File: src/rtl/mul_div_unit.sv
// Iterative multiply/divide unit with HI/LO registers for the EX stage.
// One bit per cycle: shift-add multiply and restoring divide, then sign fix.
module mul_div_unit #(
    parameter int WIDTH = 32,
    parameter int CW    = 6
) (
    input  logic             clk,
    input  logic             reset,
    input  logic             start,
    input  logic [2:0]       op,
    input  logic [WIDTH-1:0] A,
    input  logic [WIDTH-1:0] B,
    output logic [WIDTH-1:0] hi,
    output logic [WIDTH-1:0] lo,
    output logic             busy,
    output logic             done
);

    typedef enum logic [1:0] {IDLE, CALC, FIX} state_t;

    state_t             state_q;
    logic [CW-1:0]      cnt_q;
    logic [2*WIDTH-1:0] acc_q;
    logic [WIDTH-1:0]   opnd_q;
    logic               is_div_q;
    logic               qsign_q;
    logic               rsign_q;
    logic [WIDTH-1:0]   hi_q;
    logic [WIDTH-1:0]   lo_q;
    logic               done_q;

    logic               sgn_op;
    logic [WIDTH-1:0]   a_abs;
    logic [WIDTH-1:0]   b_abs;
    logic [WIDTH:0]     sum;
    logic [2*WIDTH-1:0] mul_nxt;
    logic [WIDTH:0]     shifted;
    logic [WIDTH-1:0]   diff;
    logic               qbit;
    logic [2*WIDTH-1:0] div_nxt;
    logic [2*WIDTH-1:0] prod_fix;
    logic [WIDTH-1:0]   quo_fix;
    logic [WIDTH-1:0]   rem_fix;

    assign busy = (state_q != IDLE);
    assign done = done_q;
    assign hi   = hi_q;
    assign lo   = lo_q;

    // Operand magnitudes, one iteration step of each algorithm, and sign fix.
    always_comb begin
        sgn_op  = ~op[0];
        a_abs   = (sgn_op && A[WIDTH-1]) ? -A : A;
        b_abs   = (sgn_op && B[WIDTH-1]) ? -B : B;
        sum     = {1'b0, acc_q[2*WIDTH-1:WIDTH]}
                + (acc_q[0] ? {1'b0, opnd_q} : '0);
        mul_nxt = {sum, acc_q[WIDTH-1:1]};
        shifted = acc_q[2*WIDTH-1:WIDTH-1];
        qbit    = (shifted >= {1'b0, opnd_q});
        diff    = shifted[WIDTH-1:0] - opnd_q;
        div_nxt = {(qbit ? diff : shifted[WIDTH-1:0]),
                   acc_q[WIDTH-2:0], qbit};
        prod_fix = qsign_q ? -acc_q : acc_q;
        quo_fix  = qsign_q ? -acc_q[WIDTH-1:0] : acc_q[WIDTH-1:0];
        rem_fix  = rsign_q ? -acc_q[2*WIDTH-1:WIDTH]
                           : acc_q[2*WIDTH-1:WIDTH];
    end

    // Control FSM, iteration datapath and HI/LO write-back.
    always_ff @(posedge clk or posedge reset) begin
        if (reset) begin
            state_q  <= IDLE;
            cnt_q    <= '0;
            acc_q    <= '0;
            opnd_q   <= '0;
            is_div_q <= 1'b0;
            qsign_q  <= 1'b0;
            rsign_q  <= 1'b0;
            hi_q     <= '0;
            lo_q     <= '0;
            done_q   <= 1'b0;
        end else begin
            done_q <= 1'b0;
            unique case (state_q)
                IDLE: begin
                    if (start) begin
                        unique case (op)
                            3'd4: hi_q <= A;
                            3'd5: lo_q <= A;
                            3'd0, 3'd1, 3'd2, 3'd3: begin
                                is_div_q <= op[1];
                                qsign_q  <= sgn_op & (A[WIDTH-1] ^ B[WIDTH-1]);
                                rsign_q  <= sgn_op & A[WIDTH-1];
                                opnd_q   <= op[1] ? b_abs : a_abs;
                                acc_q    <= {{WIDTH{1'b0}},
                                             (op[1] ? a_abs : b_abs)};
                                cnt_q    <= CW'(WIDTH);
                                state_q  <= CALC;
                            end
                            default: ;
                        endcase
                    end
                end
                CALC: begin
                    acc_q <= is_div_q ? div_nxt : mul_nxt;
                    cnt_q <= cnt_q - 1'b1;
                    if (cnt_q == CW'(1))
                        state_q <= FIX;
                end
                FIX: begin
                    if (is_div_q) begin
                        hi_q <= rem_fix;
                        lo_q <= quo_fix;
                    end else begin
                        hi_q <= prod_fix[2*WIDTH-1:WIDTH];
                        lo_q <= prod_fix[WIDTH-1:0];
                    end
                    done_q  <= 1'b1;
                    state_q <= IDLE;
                end
                default: state_q <= IDLE;
            endcase
        end
    end

endmodule

File: config.mk
export PLATFORM = sky130hd
export DESIGN_NAME = mul_div_unit
export DESIGN_NICKNAME = d
export VERILOG_FILES = /design/src/rtl/mul_div_unit.sv
export SDC_FILE = /design/constraint.sdc
export NUM_CORES = 1
export LEC_CHECK = 0
export ABC_AREA = 0
export CORE_MARGIN = 5
export CORE_UTILIZATION = 35
export CTS_BUF_LIST = sky130_fd_sc_hd__clkbuf_4 sky130_fd_sc_hd__clkbuf_8
export CTS_CLUSTER_DIAMETER = 80
export DETAILED_ROUTE_END_ITERATION = 16
export PLACE_DENSITY = 0.5
export SLEW_MARGIN = 20
export SYNTH_ARGS = -nofsm -noshare
export SYNTH_HDL_FRONTEND = slang
export SYNTH_SLANG_ARGS = --single-unit
File: constraint.sdc
create_clock -name clk -period 7.1 [get_ports clk]
set_clock_uncertainty 0.05 [all_clocks]
set_input_delay 1.065 -clock clk [delete_from_list [all_inputs] [get_ports clk]]
set_output_delay 1.065 -clock clk [all_outputs]
set_load 0.01 [all_outputs]
==> results.json <==
{
  "min_path_type": "flip-flop to flip-flop",
  "grt_max_degree": 104,
  "ir_drop_mv": 0.287,
  "r2r-end": "acc_q[36]",
  "netSwitchingPower_mw": 4.72,
  "port_buffers": 135,
  "critPathBufInv": 0,
  "die_h_um": 217,
  "tightest_slew_ns": 1.09,
  "synth_edf_count": 0,
  "core_area_um2": 42100,
  "worstHoldEndpoint": "state_q[1]",
  "synthTopCellsByArea": "dfrtp_1, mux2i_1, o21ai_0",
  "max_stage_delay_ns": 0.76,
  "grt_most_used_layer": "met2",
  "period_needed_ns": 4.48,
  "detail-route-antenna-nets": 0,
  "finalSetupTns_ns": 0,
  "crit_chain": "ha_1 > nand4_1 > a2111oi_0 > a21oi_1 > a21bo_2 > o21ai_1 > o2111ai_1 > nand2_1 > o311ai_0 > a22o_1",
  "cts_made_buffers": 17,
  "synthArstFlopShare_pct": 100,
  "crit_path_end_kind": "flip-flop",
  "final.period_utilization_pct": 63.2,
  "ys_ff_latch": 172,
  "regToRegStartpoint": "acc_q[45]",
  "drtIter0Drc": 1340,
  "clock_sinks": 172,
  "synth.top_cell.area_share_pct": 28.8,
  "power.leakage_nw": 6.91,
  "slowest_stage": "o2111ai_1",
  "io_pins": 136,
  "viasPerCell": 5.86,
  "routedWlPerCell_um": 24.1,
  "hold_path_depth": 1,
  "status": "finished clean",
  "max_freq_mhz": 223,
  "die_width_um": 217,
  "route.detailed.drc": 0,
  "switching_share_pct": 52.6,
  "post_dp_cell_area_um2": 16600,
  "grtUsageMet2_pct": 38.8,
  "grt_pass1_vias": 13912,
  "dp_hpwl_um": 45800,
  "use_met1_pct": 36.6,
  "h-tree-depth": 4,
  "worstSetupPathType": "flip-flop to flip-flop",
  "antenna_found_initial": 1,
  "vias": 14643,
  "hold_ws_ns": 0.437,
  "syn_nets": 2037,
  "avgSynthCellArea_um2": 7.89,
  "clk_latency_ns": 0.51,
  "gp_congestion": 0.968,
  "drive_gt1_share_pct": 4.49,
  "post-cts-setup-buffer-count": 0,
  "r2r_slack_ns": 2.62,
  "min_from": "cnt_q[5]",
  "clockPowerShare_pct": 8.2,
  "grt_setup_unrepaired": "false",
  "slew_viol_final": 0,
  "start_util_pct": 35.5,
  "ys_top_cells_by_count": "nand2_1, nor2_1, o21ai_0",
  "wl_um": 60300,
  "post_cts_resized": 0,
  "synth-main-ff-cell": "dfrtp_1",
  "clkTransAtPathRegs_ns": 0.11,
  "final_nets": 2088,
  "pwr-share-seq_pct": 24.1,
  "grt_usage_pct": 25.2,
  "synth.most_common_cell": "nand2_1",
  "powerDensity_nw_per_um2": 527,
  "hold_buffers": 0,
  "cap_violations": 0,
  "cts.path.max_buffers": 2,
  "cts_tree": "yes",
  "slew-limit-headroom_pct": 27.6,
  "critPathRequiredTime_ns": 7.50,
  "synthCells": 1895,
  "reg2regPathDepth": 10,
  "dr.pass1.iters": 5,
  "root_buffer": "clkbuf_8",
  "worstPathArrival_ns": 4.89,
  "path_delay_family": "compound AO/OA/AOI/OAI gates",
  "yosys_warnings": 0,
  "power_frac_comb_pct": 67.6,
  "netlist-cell-type-count": 83,
  "power.total_mw": 8.98,
  "area_growth_pct": 14.0,
  "synth.largest_area_cell": "dfrtp_1",
  "grt.met3_usage_pct": 3.75,
  "postLayoutCellArea_um2": 17000,
  "p_int_mw": 4.26,
  "worst-path-max-fanout": 10,
  "setup_viol": 0,
  "seq_area_frac_synth_pct": 28.8,
  "final_hold_viol_count": 0,
  "start_kind": "flip-flop",
  "grt_pass1_wl_um": 90300,
  "overflow": 0,
  "dieArea_um2": 46900,
  "netlist_area_um2": 14900,
  "rows": 75
}
==> layout make-up <==
class	instances	area, um2
Multi-Input combinational cell	1540	9930
Timing Repair Buffer	151	1480
Fill cell	4329	25100
Antenna cell	1	2.50
Tap cell	539	674
Sequential cell	172	4310
Clock inverter	11	110
Inverter	64	245
Clock buffer	21	283
==> stage by stage <==
step | cells | util, % | setup slack [ns]
floorplan | 1895 | - | 1.32
global placement | 2466 | 39.4 | 2.65
detailed placement | 2466 | 39.5 | 2.61
CTS | 2498 | 40.4 | 2.72
global route | 2498 | 40.4 | 2.37
finish | 2499 | 40.4 | 2.62
==> cells by family after synthesis <==
family	synth area share [%]
DFF	28.8
xor gates and xnor gates	10.0
AOI/OAI and AO/OA	24.8
buffers and inverters	5.00
muxes	6.32
and+or+nand+nor	19.0
adders and majority gates	6.13
==> cell usage in the layout, fill, tap and decap left out, drive strengths merged, types with 5 or more instances in the layout <==
master and n:
a211oi 23, a21o 32, a21oi 171, a22oi 14, a31oi 30, and2 5, and3 19, buf 17
clkbuf 21, clkdlybuf4s50 134, dfrtp 172, ha 70, inv 67, mux2i 91, nand2 198, nand2b 21
nand3 24, nand4 17, nor2 187, nor2b 18, nor3 33, nor3b 7, nor4 21, o211ai 21
o21a 12, o21ai 187, o21bai 8, o221ai 5, o22a 6, o22ai 11, o31ai 31, o41ai 11
or2 8, or3 14, or4 15, xnor2 93, xor2 78
==> metal layers <==
layer,vias to the layer above,part of all wire [%]
met3,69,6.5
met4,0,2.9
met2,518,44
met1,7135,47
met5,-,0
li1,6921,-
==> worst max-delay path by stage <==
stage | from | endpoint | slack (ns) | cells after the start
floorplan | reset | acc_q[0] | 1.32 | 1
global placement | op[1] | hi[22] | 2.65 | 9
detailed placement | op[1] | hi[22] | 2.61 | 9
CTS | acc_q[45] | acc_q[36] | 2.72 | 10
global route | acc_q[45] | acc_q[36] | 2.37 | 10
finish | acc_q[45] | acc_q[36] | 2.62 | 10
==> flip-flops by register name (all words and copies together) (netlist names) <==
register and cells:
acc_q 64, cnt_q 6, done 1, hi 32, is_div_q 1, lo 32
opnd_q 32, qsign_q 1, rsign_q 1, state_q 2
==> power groups by stage <==
stage	clock, mW	sequential [mW]	combinational, mW
after floorplan	0	1.89	4.26
final	0.737	2.17	6.07
after CTS	0.758	2.14	6.02
after global routing	0.790	2.22	6.68
after global placement	0	2.16	5.96
after detailed placement	0	2.16	5.99
No activity file was read; power rests on OpenSTA's default activity.
